### src/rtl/bsg_mac_accum_pkg.sv
// Shared types and sizing helpers for bsg_mac_accum and its element counter.
package bsg_mac_accum_pkg;

    typedef enum logic {
        e_ACCUM = 1'b0,
        e_DONE  = 1'b1
    } bsg_mac_accum_state_e;

    // Counter width that stays legal when only one value is needed.
    function automatic int safe_clog2_f(input int x);
        return (x <= 1) ? 1 : $clog2(x);
    endfunction

    // Sized so that els_p full-width products plus the shifted bias cannot overflow.
    function automatic int acc_width_f(input int width_p, input int els_p);
        return 2 * width_p + $clog2(els_p + 1);
    endfunction

endpackage

### src/rtl/bsg_counter_clear_up.sv
// Up counter with synchronous clear; clear and up in one cycle yields init_val_p + 1.
module bsg_counter_clear_up
    import bsg_mac_accum_pkg::*;
#(
    parameter int max_val_p  = 3,
    parameter int init_val_p = 0,
    localparam int width_lp  = safe_clog2_f(max_val_p + 1)
) (
    input  logic                clk_i,
    input  logic                reset_i,
    input  logic                clear_i,
    input  logic                up_i,
    output logic [width_lp-1:0] count_o
);

    always_ff @(posedge clk_i) begin
        if (reset_i)
            count_o <= width_lp'(init_val_p);
        else
            count_o <= (clear_i ? width_lp'(init_val_p) : count_o) + width_lp'(up_i);
    end

endmodule

### src/rtl/bsg_mac_accum.sv
// Fixed-point dot product + bias, rescaled and saturated for the activation stage.
// Optional macro BSG_MAC_ACCUM_PIPE_MULT_EN registers the product before accumulation.
module bsg_mac_accum
    import bsg_mac_accum_pkg::*;
#(
    parameter int width_p     = 20,
    parameter int frac_p      = 16,
    parameter int els_p       = 4,
    parameter int ang_width_p = 21
) (
    input  logic                   clk_i,
    input  logic                   reset_n_i,
    input  logic                   v_i,
    output logic                   ready_o,
    input  logic [width_p-1:0]     data_i,
    input  logic [width_p-1:0]     weight_i,
    input  logic [width_p-1:0]     bias_i,
    input  logic                   tanh_sel_i,
    output logic                   v_o,
    input  logic                   ready_i,
    output logic [ang_width_p-1:0] sum_o,
    output logic                   tanh_sel_o,
    output logic                   overflow_o
);

    localparam int acc_w_lp  = acc_width_f(width_p, els_p);
    localparam int prod_w_lp = 2 * width_p;
    localparam int cnt_w_lp  = safe_clog2_f(els_p);

    localparam logic signed [acc_w_lp-1:0] sat_max_lp =
        {{(acc_w_lp - ang_width_p + 1){1'b0}}, {(ang_width_p - 1){1'b1}}};
    localparam logic signed [acc_w_lp-1:0] sat_min_lp = ~sat_max_lp;

    bsg_mac_accum_state_e state_r, state_n;

    logic                 accept, first, last;
    logic [cnt_w_lp-1:0]  count;

    logic signed [prod_w_lp-1:0] prod;
    logic                        m_v, m_first, m_last;
    logic signed [prod_w_lp-1:0] m_prod;
    logic        [width_p-1:0]   m_bias;

    logic signed [acc_w_lp-1:0] acc_r, acc_next, prod_ext, bias_ext, shifted;
    logic [ang_width_p-1:0]     sat_sum;
    logic                       sat_ovf;

    assign accept = v_i & ready_o;
    assign first  = (count == '0);
    assign last   = (count == cnt_w_lp'(els_p - 1));

    // The last accept clears instead of counting so the count lands on 0.
    bsg_counter_clear_up #(
        .max_val_p (els_p - 1),
        .init_val_p(0)
    ) elem_cnt (
        .clk_i  (clk_i),
        .reset_i(~reset_n_i),
        .clear_i(accept & last),
        .up_i   (accept & ~last),
        .count_o(count)
    );

    assign prod = $signed(data_i) * $signed(weight_i);

`ifdef BSG_MAC_ACCUM_PIPE_MULT_EN
    logic                        m_v_r, m_first_r, m_last_r;
    logic signed [prod_w_lp-1:0] m_prod_r;
    logic        [width_p-1:0]   m_bias_r;

    always_ff @(posedge clk_i) begin
        if (!reset_n_i) begin
            m_v_r     <= 1'b0;
            m_first_r <= 1'b0;
            m_last_r  <= 1'b0;
            m_prod_r  <= '0;
            m_bias_r  <= '0;
        end else begin
            m_v_r     <= accept;
            m_first_r <= first;
            m_last_r  <= last;
            m_prod_r  <= prod;
            m_bias_r  <= bias_i;
        end
    end

    assign m_v     = m_v_r;
    assign m_first = m_first_r;
    assign m_last  = m_last_r;
    assign m_prod  = m_prod_r;
    assign m_bias  = m_bias_r;
    // Stall while the final product is still in flight.
    assign ready_o = (state_r == e_ACCUM) & ~(m_v_r & m_last_r);
`else
    assign m_v     = accept;
    assign m_first = first;
    assign m_last  = last;
    assign m_prod  = prod;
    assign m_bias  = bias_i;
    assign ready_o = (state_r == e_ACCUM);
`endif

    assign v_o = (state_r == e_DONE);

    assign prod_ext = {{(acc_w_lp - prod_w_lp){m_prod[prod_w_lp-1]}}, m_prod};
    assign bias_ext = {{(acc_w_lp - width_p){m_bias[width_p-1]}}, m_bias} <<< frac_p;
    assign acc_next = (m_first ? bias_ext : acc_r) + prod_ext;
    assign shifted  = acc_next >>> frac_p;

    always_comb begin
        sat_sum = shifted[ang_width_p-1:0];
        sat_ovf = 1'b0;
        if (shifted > sat_max_lp) begin
            sat_sum = sat_max_lp[ang_width_p-1:0];
            sat_ovf = 1'b1;
        end else if (shifted < sat_min_lp) begin
            sat_sum = sat_min_lp[ang_width_p-1:0];
            sat_ovf = 1'b1;
        end
    end

    always_ff @(posedge clk_i) begin
        if (!reset_n_i)
            state_r <= e_ACCUM;
        else
            state_r <= state_n;
    end

    always_comb begin
        state_n = state_r;
        case (state_r)
            e_ACCUM: if (m_v & m_last) state_n = e_DONE;
            e_DONE:  if (ready_i)      state_n = e_ACCUM;
            default: state_n = e_ACCUM;
        endcase
    end

    always_ff @(posedge clk_i) begin
        if (!reset_n_i) begin
            acc_r      <= '0;
            sum_o      <= '0;
            tanh_sel_o <= 1'b0;
            overflow_o <= 1'b0;
        end else begin
            if (accept & first)
                tanh_sel_o <= tanh_sel_i;
            if (m_v)
                acc_r <= acc_next;
            if (m_v & m_last) begin
                sum_o      <= sat_sum;
                overflow_o <= sat_ovf;
            end
            if ((state_r == e_DONE) & ready_i)
                acc_r <= '0;
        end
    end

endmodule

### config.mk
export PLATFORM = sky130hd
export DESIGN_NAME = bsg_mac_accum
export DESIGN_NICKNAME = d
export VERILOG_FILES = /design/src/rtl/bsg_mac_accum_pkg.sv /design/src/rtl/bsg_counter_clear_up.sv /design/src/rtl/bsg_mac_accum.sv
export SDC_FILE = /design/constraint.sdc
export NUM_CORES = 1
export LEC_CHECK = 0
export CORE_MARGIN = 1
export CORE_UTILIZATION = 30
export DETAILED_ROUTE_END_ITERATION = 10
export PLACE_DENSITY = 0.58
export SLEW_MARGIN = 30
export SYNTH_ARGS = -nofsm -noshare
export SYNTH_HDL_FRONTEND = slang
export SYNTH_SLANG_ARGS = --single-unit
### constraint.sdc
create_clock -name clk_i -period 11.74 [get_ports clk_i]
set_input_delay 3.522 -clock clk_i [delete_from_list [all_inputs] [get_ports clk_i]]
set_output_delay 3.522 -clock clk_i [all_outputs]
set_load 0.02 [all_outputs]
After elaboration in Yosys (flattened, before gate mapping):

Index checks and enable logic that the tools add are counted.
W data, S select, Z words.

* add/sub/neg operators: 2
* $mul: 1
* order comparisons: 2
* eq/ne operators: 1
* muxes and demuxes: 9
* bitwise gates (word level): 8
* reductions and logical operators: 2

Operators by type and width (number)
* $add A43 B40 Y43: 1
* $mux W43: 1
* $mux W21: 2
* $mul A20 B20 Y40: 1
* $gt A27 B21 Y1 const B: 1
* $lt A27 B21 Y1 const B: 1
* $and A1 B1 Y1: 5
* $mux W1: 4
* $not A1 Y1: 3
* $add A2 B1 Y2: 1
* $eq A2 B2 Y1 const B: 1
* $logic_not A2 Y1: 1
* $mux W2: 1
* $pmux W1 S2: 1
* $reduce_or A2 Y1: 1

* bits in registers: 69
* bits of input ports: 65

Depth between registers and ports, before layout:

Gate-level depths: netlist of run 1.

* word-level depth: 6
* depth in mapped cells: 30

Hierarchy:

From an unflattened synthesis of run 1, not the netlist that was laid out.

* cell total of the unflattened synthesis: 2406
* area total of the unflattened synthesis: 21122.8 um^2

By module, submodules not included
* bsg_mac_accum: instances 1, cells each 2397, area an instance 21026.4 um^2, sequential area each 1341.3 um^2
* bsg_counter_clear_up: instances 1, cells each 9, area an instance 96.3 um^2, sequential area each 40.0 um^2

Worst setup path before layout of run 1:

No wires, ideal clock.

* path kind: input to register
* from: input data_i[19]
* to: register sum_o[0]
* setup time: 0.122 ns
* arrival: 11.145 ns
* setup slack: 0.474 ns
* stages: 27
* buffers on the path: 3
* path through: clkbuf_1 nand2_1 inv_1 fa_1 inv_1 fa_1 fa_1 inv_1 fa_1 fa_1 fa_1 inv_1 fa_1 inv_1 ha_1 clkbuf_1 a21oi_1 o21ai_0 a2bb2oi_2 a31o_1 a41oi_4 or4_1 and3_1 or4_4 o41ai_4 buf_6 a21oi_2

* longest elaborated chain between the ends: 5

RTL lines
* start: declaration: line bsg_mac_accum.sv:15 `input logic [width_p-1:0] data_i,`
* $mul A20 B20 Y40 *: line bsg_mac_accum.sv:64 `assign prod = $signed(data_i) * $signed(weight_i);`
* $add A43 B40 Y43 *: line bsg_mac_accum.sv:107 `assign acc_next = (m_first ? bias_ext : acc_r) + prod_ext;`
* $lt A27 B21 Y1: line bsg_mac_accum.sv:116 `end else if (shifted < sat_min_lp) begin`
* $mux W21: line bsg_mac_accum.sv:116
* $mux W21 *: line bsg_mac_accum.sv:113 `if (shifted > sat_max_lp) begin`
* end signal: assignment: line bsg_mac_accum.sv:150 `sum_o <= sat_sum;`
* end: declaration: line bsg_mac_accum.sv:21 `output logic [ang_width_p-1:0] sum_o,`

Every way passes the cells marked *; elsewhere a longest branch is shown, timed or not.
A chain may end at the register's enable or synchronous reset.

Worst setup path after layout of run 1:

* from: input weight_i[2]
* to: register sum_o[11]

* longest elaborated chain between the ends: 5

RTL lines
* start: declaration: line bsg_mac_accum.sv:16 `input logic [width_p-1:0] weight_i,`
* $mul A20 B20 Y40 *: line bsg_mac_accum.sv:64
* $add A43 B40 Y43 *: line bsg_mac_accum.sv:107
* $lt A27 B21 Y1: line bsg_mac_accum.sv:116
* $mux W21: line bsg_mac_accum.sv:116
* $mux W21 *: line bsg_mac_accum.sv:113

Marks and branches as above.

==> metrics.md, run 1 <==
| Metric | Value |
|---|---|
| Sequential share of the synthesized area | 6.552% |
| Post-route fraction of the period consumed by the critical path | 96.65% |
| Crit start category | primary input |
| Worst hold slack after final layout | 448.9 ps |
| Maximum single-stage delay on the critical path | 690 ps |
| Async set-reset flop share out of synthesis | 0% |
| Die boundary width | 267.1 µm |
| Die Outline Area | 71350 µm² |
| Clock Pin Slew Worst Setup and Hold Paths | 60 ps |
| Number of DRC violations after detailed-routing iteration 0 | 780 |
| Max Fclk | 0.08813 GHz |
| Run status | finished clean |
| Global-route wire length before repair | 85.67 mm |
| Detailed-placement wirelength estimate | 45.72 mm |
| Post-DR vias/cell | 4.477 |
| H-tree depth | 3 |
| Total number of vias | 15460 |
| Tmin final | 11350 ps |
| Crit path arrival time | 11620 ps |
| Count of TritonRoute iterations in the first routing pass | 6 |
| Gate count after technology mapping | 2427 |
| Cell type with the highest occurrence count on the critical path | fa_1 |
| Clock latency of the later-clocked register in the worst-skew pair | 330 ps |
| Max-slew headroom at the worst pin | 44.58% |
| Total CTS buffers | 9 |
| Min-Delay Path Class | flop to flop |
| Final setup viols | 0 |
| CTS Hold Buffers Added | 0 |
| Overflow left after global routing | 0 |
| Area delta synth->final | 13.22% |
| Average instance area after synthesis | 8.687 µm² |
| Final Max Slew Viols | 0 |
| Number of violations of the max-capacitance limit | 0 |
| Top post-synthesis cells by area | fa_1, inv_1, ha_1 |
| Non-filler cells, final | 3452 |
| Fraction of layout instances using a drive strength above 1 | 6.230% |
| Biggest area consumer among synthesized cells | fa_1 |
| Kind of end point of the critical path | flop |
| Worst slew pin tran | 820.8 ps |
| CTS tree | done |
| Clock tree root buffer cell | clkbuf_16 |
| Setup Skew | 8.554 ps |
| Initial antenna violation count | 2 |
| Count of pins on the block boundary | 90 |
| Library cells used by synthesis | 67 |
| Sinks on the clock net | 69 |
| Leading post-synthesis cells by instance count | inv_1, fa_1, nand2_1 |
| Synth warn | 0 |
| Final number of hold-violating endpoints | 0 |
| Gp weighted congestion | 0.9145 |
| Number of routed nets with antenna violations | 0 |
| Initial standard-cell utilization of the core | 30.53% |
| Seq cells post-synth | 69 |
| Max Buffers Root-to-Sink | 2 |
| Count of unresolved DRC violations after routing | 0 |
| Total routing resource utilization after global routing | 15.15% |
| Net count of the mapped netlist | 3119 |
| Pin count of the biggest net entering global routing | 47 |
| Post-synth top area share | 46.72% |
| Top flip-flop cell by instance count after synthesis | dfxtp_1 |
| Area of the mapped netlist | 21080 µm² |
| Data required time at the worst endpoint | 12010 ps |
| Input/output buffers | 89 |
| Layout Nets | 3207 |
| CP max FO | 21 |
| Total detailed-routing wirelength | 51.35 mm |
| Placed Cells | 3435 |
| RSZ-0062 raised after global routing | no |
| Number of cell rows | 96 |
| Worst-path cell with the longest stage delay | clkdlybuf4s50_1 |
| Most frequent cell after synthesis | inv_1 |
| Number of flops mapped to enable cells by yosys | 0 |
| Post-DR wirelength/cell | 14.88 µm |
| Die Y | 267.1 µm |
| Worst Setup Path Type | primary input to flop |
| Setup tns final | 0 ps |
| Core ar. | 69070 µm² |
| Number of global-route vias before repair | 16430 |
==> final cells by class <==
type	count	area, µm²
diodes	1	2.502
clock buffers	10	239.0
clock inverters	6	86.33
fillers	7156	45200
inverters	654	2455
multi-input cells	1586	16800
flip-flops and latches	69	1381
well taps	931	1165
repair buffers	195	1739
==> state kept, by name (all words and copies together), names as in the netlist <==
| register | count |
|---|---|
| elem_cnt.count_o | 2 |
| overflow_o | 1 |
| acc_r | 43 |
| sum_o | 21 |
| v_o | 1 |
| tanh_sel_o | 1 |
==> stage by stage <==
stage	instance area (µm²)	utilization (%)	setup slack, ps
global route	23870	34.56	7.061
detailed placement	23540	34.08	92.36
finish	23870	34.56	393.0
floorplan	21080	-	473.7
global placement	23540	34.08	97.53
CTS	23870	34.55	387.1
==> path summary, 6_finish.rpt <==
path | start | to | slack [ps] | depth (start not counted)
worst min-delay path | acc_r[6] | acc_r[6] | 450 | 2
worst max register to register | elem_cnt.count_o[1] | overflow_o | 3540 | 27
worst max-delay path | weight_i[2] | sum_o[11] | 390 | 28
worst min register to register | acc_r[6] | acc_r[6] | 450 | 2
==> layout by cell type (no fill, tap or decap), drive strengths merged, types with 5 or more instances in the layout <==
cell / n
a211oi: 7
a21o: 17
a21oi: 123
and2: 179
and3: 8
buf: 106
clkbuf: 10
clkdlybuf4s50: 88
dfxtp: 69
fa: 492
ha: 135
inv: 653
mux2i: 21
nand2: 363
nand2b: 7
nand3: 17
nand4: 7
nor2: 46
nor3: 10
nor4: 5
o211ai: 7
o21a: 8
o21ai: 39
o21bai: 5
o41ai: 5
xnor2: 32
xor2: 10
==> worst max-delay path: cells and delay by family <==
family	cells	cell delay (ps)
fa+ha+maj	8	3850
buf+inv	9	1790
compound gates	7	1680
simple gates	3	530
mux	1	230
==> layer usage <==
metal,part of all wire (%),vias up,global-route usage (%)
met1,41,7919,18.96
met3,3.2,40,1.526
met5,0,-,0
li1,-,7256,-
met4,1.6,0,2.439
met2,54,241,28.26
==> what timing repair did <==
item | CTS | global route
setup endpoints to repair | 0 | 2
buffers inserted | 0 | 0
resized for setup | 0 | 1
==> cell families (layout without fill, tap and decap cells) <==
family,count (synthesis),count (layout),share of synthesized area (%)
adder cells (fa/ha/maj),627,627,54.73
flip-flops,69,69,6.552
XOR/XNOR,42,42,1.745
AO/OA/AOI/OAI,238,238,7.483
buffers and inverters,772,865,13.86
multiplexers,21,21,0.9970
AND/OR/NAND/NOR,658,658,14.64
other,0,1,0
Power of run 1 is left out: the tool's default activity adds up to more than one toggle a clock period on the data nets, which glitch-free logic cannot reach.
==> inputs of run 2 (changes only) <==
Settings changed: PLACE_DENSITY 0.58 to 0.48, SLEW_MARGIN 30 to not set.
==> metrics.md, run 2 (same netlist as run 1, synthesis figures left out) <==
| Metric | Value |
|---|---|
| Run status | finished clean |
| Pin count of the biggest net entering global routing | 47 |
| Worst Setup Path Type | primary input to flop |
| Post-DR wirelength/cell | 15.77 µm |
| Final number of hold-violating endpoints | 0 |
| Routed metal-1 wirelength | 22.55 mm |
| Highest-count cells in the layout ignoring fill and taps | inv_1, fa_1, nand2_1 |
| Clock Pin Slew Worst Setup and Hold Paths | 60 ps |
| Crit path arrival time | 11560 ps |
| Overflow left after global routing | 0 |
| Die Outline Area | 71350 µm² |
| Worst slew pin tran | 771.7 ps |
| Die Y | 267.1 µm |
| Sinks on the clock net | 69 |
| Setup Skew | 9.170 ps |
| Max Buffers Root-to-Sink | 2 |
| Number of global-route vias before repair | 17170 |
| Die boundary width | 267.1 µm |
| Flip-flop count of the largest register after layout | 43 |
| Max Fclk | 0.08820 GHz |
| Registers with the most flip-flops | acc_r x43, sum_o x21, elem_cnt.count_o x2 |
| Post-DR vias/cell | 4.513 |
| Max-slew headroom at the worst pin | 48.39% |
| Detailed-placement wirelength estimate | 48.20 mm |
| CTS tree | done |
| Clock tree root buffer cell | clkbuf_16 |
| Most common cell after layout, fill and taps aside | inv_1 |
| Fill count | 7277 |
| Crit start category | primary input |
| Core ar. | 69070 µm² |
| Count of pins on the block boundary | 90 |
| Total CTS buffers | 9 |
| Count of unresolved DRC violations after routing | 0 |
| Initial standard-cell utilization of the core | 30.53% |
| Total routing resource utilization after global routing | 16.15% |
| Layout Nets | 3202 |
| Total number of vias | 15560 |
| Number of routed nets with antenna violations | 0 |
| Gp weighted congestion | 0.9006 |
| Worst-path cell with the longest stage delay | clkdlybuf4s50_1 |
| Post-route fraction of the period consumed by the critical path | 96.58% |
| CP max FO | 21 |
| Register ranked first by flip-flop count | acc_r |
| Final Max Slew Viols | 0 |
| RSZ-0062 raised after global routing | no |
| Cell type with the highest occurrence count on the critical path | fa_1 |
| Fraction of layout instances using a drive strength above 1 | 6.123% |
| Count of TritonRoute iterations in the first routing pass | 5 |
| Clock latency of the later-clocked register in the worst-skew pair | 340 ps |
| Data required time at the worst endpoint | 11960 ps |
| Kind of end point of the critical path | flop |
| Number of violations of the max-capacitance limit | 0 |
| Sequential cell area | 1381 µm² |
| Area delta synth->final | 13.00% |
| Min-Delay Path Class | flop to flop |
| Input/output buffers | 89 |
| Met3 wire length | 1.314 mm |
| Global-route wire length before repair | 90.67 mm |
| H-tree depth | 3 |
| Tmin final | 11340 ps |
| Met2 routed wirelength | 29.66 mm |
| Highest metal layer used by the detailed router | met4 |
| Final core occ | 34.50% |
| Number of DRC violations after detailed-routing iteration 0 | 554 |
| Area of the multi-input gates | 16800 µm² |
| Number of cell rows | 96 |
| Total detailed-routing wirelength | 54.35 mm |
| Maximum single-stage delay on the critical path | 900 ps |
| Initial antenna violation count | 0 |
| Final setup viols | 0 |
run 2: cell type report:
cell class                 instances  share of cell area, %
antenna                            1                0.01050
clock buffer                       9                 0.9453
clock inverter                     7                 0.4149
inverter                         654                  10.32
multi-input combinational       1586                  70.53
sequential                        69                  5.798
tap                              931                  4.889
timing repair buffer             189                  7.058
timing repair inverter             1                0.03151
run 2: per-layer routing:
metal / global-route usage [%] / vias to the layer above
met5: 0 / -
met4: 2.687 / 0
met3: 1.315 / 46
met2: 30.67 / 206
met1: 19.92 / 8058
li1: - / 7245
run 2: worst paths after layout:
path	slack [ps]	cells past startpoint	endpoint	startpoint
hold / removal	450	2	acc_r[14]	acc_r[14]
hold reg to reg	450	2	acc_r[14]	acc_r[14]
setup / recovery	400	25	overflow_o	data_i[11]
setup reg to reg	3620	27	overflow_o	elem_cnt.count_o[1]
run 2: repair_timing:
item	4_1_cts	5_1_grt
resized for setup	0	4
buffers inserted	0	1
hold buffers	0	0
endpoints found under the setup margin	0	21
run 2: worst max-delay path: cells and delay by family:
family                     cells  cell delay (ps)
buffers and inverters          6             1450
adders and majority gates      8             4000
and+or+nand+nor                7             1430
AOI/OAI and AO/OA              4             1150
run 2: stage by stage:
step / setup TNS (ps) / setup WS (ps) / cell area, µm² / std cells / hold slack (ps)
after global routing: 0 / 10.55 / 23820 / 3446 / 462.6
after global placement: 0 / 8.548 / 23480 / 3428 / 438.4
after CTS: 0 / 284.0 / 23800 / 3444 / 454.7
after floorplan: 0 / 473.7 / 21080 / 2427 / 431.7
final: 0 / 401.8 / 23830 / 3447 / 453.8
after detailed placement: -1132 / -67.75 / 23480 / 3428 / 446.1
Power of run 2 is left out for the same reason.
==> inputs of run 3 (changes only) <==
Settings changed: HOLD_SLACK_MARGIN set to 0.02, REMOVE_ABC_BUFFERS set to 1.
==> metrics.md, run 3 (same netlist as run 1, synthesis figures left out) <==
| Metric | Value |
|---|---|
| Run status | finished clean |
| Number of DRC violations after detailed-routing iteration 0 | 630 |
| Post-DR wirelength/cell | 16.30 µm |
| Die Y | 267.1 µm |
| Max Fclk | 0.08826 GHz |
| Area delta synth->final | 14.01% |
| Setup tns final | 0 ps |
| CP max FO | 21 |
| Kind of end point of the critical path | flop |
| Global-route wire length before repair | 94.87 mm |
| Launch point of the critical path | weight_i[2] |
| Post-DR vias/cell | 4.515 |
| Die Outline Area | 71350 µm² |
| H-tree depth | 3 |
| Detailed-placement wirelength estimate | 50.42 mm |
| Number of routed nets with antenna violations | 0 |
| Worst Setup Path Type | primary input to flop |
| # diodes | 0 |
| Final number of hold-violating endpoints | 0 |
| Max-slew headroom at the worst pin | 50.19% |
| Input/output buffers | 89 |
| Crit start category | primary input |
| Overflow left after global routing | 0 |
| Setup Skew | 12.65 ps |
| Number of global-route vias before repair | 17420 |
| CTS Hold Buffers Added | 0 |
| Clock tree root buffer cell | clkbuf_16 |
| Min-Delay Path Class | flop to flop |
| Cell type with the highest occurrence count on the critical path | fa_1 |
| Gp weighted congestion | 0.8657 |
| Worst hold slack after final layout | 450.8 ps |
| Tmin final | 11330 ps |
| Register ranked first by flip-flop count | acc_r |
| Registers with the most flip-flops | acc_r x43, sum_o x21, elem_cnt.count_o x2 |
| Total routing resource utilization after global routing | 16.95% |
| Placed Cells | 3456 |
| CTS tree | done |
| Total detailed-routing wirelength | 56.61 mm |
| Count of pins on the block boundary | 90 |
| Initial antenna violation count | 1 |
| Final Max Slew Viols | 0 |
| Initial standard-cell utilization of the core | 30.53% |
| Count of unresolved DRC violations after routing | 0 |
| Number of cell rows | 96 |
| Reg-to-reg startpoint | elem_cnt.count_o[1] |
| Die boundary width | 267.1 µm |
| Crit path arrival time | 11560 ps |
| Most common cell after layout, fill and taps aside | inv_1 |
| RSZ-0062 raised after global routing | no |
| Core ar. | 69070 µm² |
| Clock Pin Slew Worst Setup and Hold Paths | 60 ps |
| Highest-count cells in the layout ignoring fill and taps | inv_1, fa_1, nand2_1 |
| Fraction of layout instances using a drive strength above 1 | 7.042% |
| Total CTS buffers | 9 |
| Data required time at the worst endpoint | 11970 ps |
| Worst-path cell with the longest stage delay | fa_1 |
| Final setup viols | 0 |
| Maximum single-stage delay on the critical path | 640 ps |
| Layout Nets | 3229 |
| Worst slew pin tran | 744.9 ps |
| Fill count | 7196 |
| Total number of vias | 15680 |
| Count of TritonRoute iterations in the first routing pass | 5 |
| Flip-flop count of the largest register after layout | 43 |
| Max Buffers Root-to-Sink | 2 |
| Pin count of the biggest net entering global routing | 47 |
| Post-route fraction of the period consumed by the critical path | 96.51% |
| Number of violations of the max-capacitance limit | 0 |
| Hold_sp | acc_r[10] |
| Clock latency of the later-clocked register in the worst-skew pair | 350 ps |
| Non-filler cells, final | 3473 |
| Sinks on the clock net | 69 |
[run 3: changes by cell type in the layout (fill, tap and decap cells not counted), sizes merged]
| cell | delta |
|---|---|
| inv | -1 |
| clkinv | +1 |
| buf | +28 |
| dlymetal6s2s | -1 |
| diode | -1 |
| clkinvlp | -1 |
| clkdlybuf4s50 | +1 |
| bufinv | -2 |
| clkbuf | +2 |
[run 3: worst max-delay path, delay by kind of cell]
family	cells	cell delay, ps
AO/OA/AOI/OAI	5	860
adder cells (fa/ha/maj)	8	4030
buffers and inverters	10	1610
AND/OR/NAND/NOR	6	1510
[run 3: timing repair]
action,in CTS,in global routing
setup endpoints to repair,0,21
resized for setup,0,2
endpoints found under the hold margin,0,0
buffers inserted,0,1
[run 3: path summary, 6_finish.rpt]
path                     end  cells after the start  slack (ps)
setup / recovery  overflow_o                     29         410
hold reg to reg    acc_r[10]                      2         450
hold / removal     acc_r[10]                      2         450
setup reg to reg  overflow_o                     27        3760
[run 3: area by class of cell]
| type | instances | area (µm²) | share of cell area, % |
|---|---|---|---|
| clock buffer | 11 | 232.7 | 0.9681 |
| timing repair buffer | 217 | 1964 | 8.172 |
| sequential | 69 | 1381 | 5.746 |
| clock inverter | 5 | 27.53 | 0.1145 |
| inverter | 654 | 2459 | 10.23 |
| tap | 931 | 1165 | 4.846 |
| multi-input combinational | 1586 | 16810 | 69.92 |
[run 3: metrics by stage]
step / cell area (µm²) / setup WS, ps / utilization [%]
floorplan: 20620 / 89.87 / -
global placement: 23750 / 133.8 / 34.38
detailed placement: 23750 / 44.66 / 34.38
CTS: 24010 / 364.2 / 34.76
global route: 24040 / 18.85 / 34.80
finish: 24040 / 410.0 / 34.80
[run 3: layer usage]
| metal | wire, µm | up-vias | track usage (%) |
|---|---|---|---|
| met3 | 1956 | 39 | 1.719 |
| met4 | 915 | 0 | 2.905 |
| met2 | 27850 | 268 | 29.32 |
| met1 | 25890 | 8074 | 23.07 |
| li1 | - | 7300 | - |
| met5 | 0 | - | 0 |
Power of run 3 is left out for the same reason.
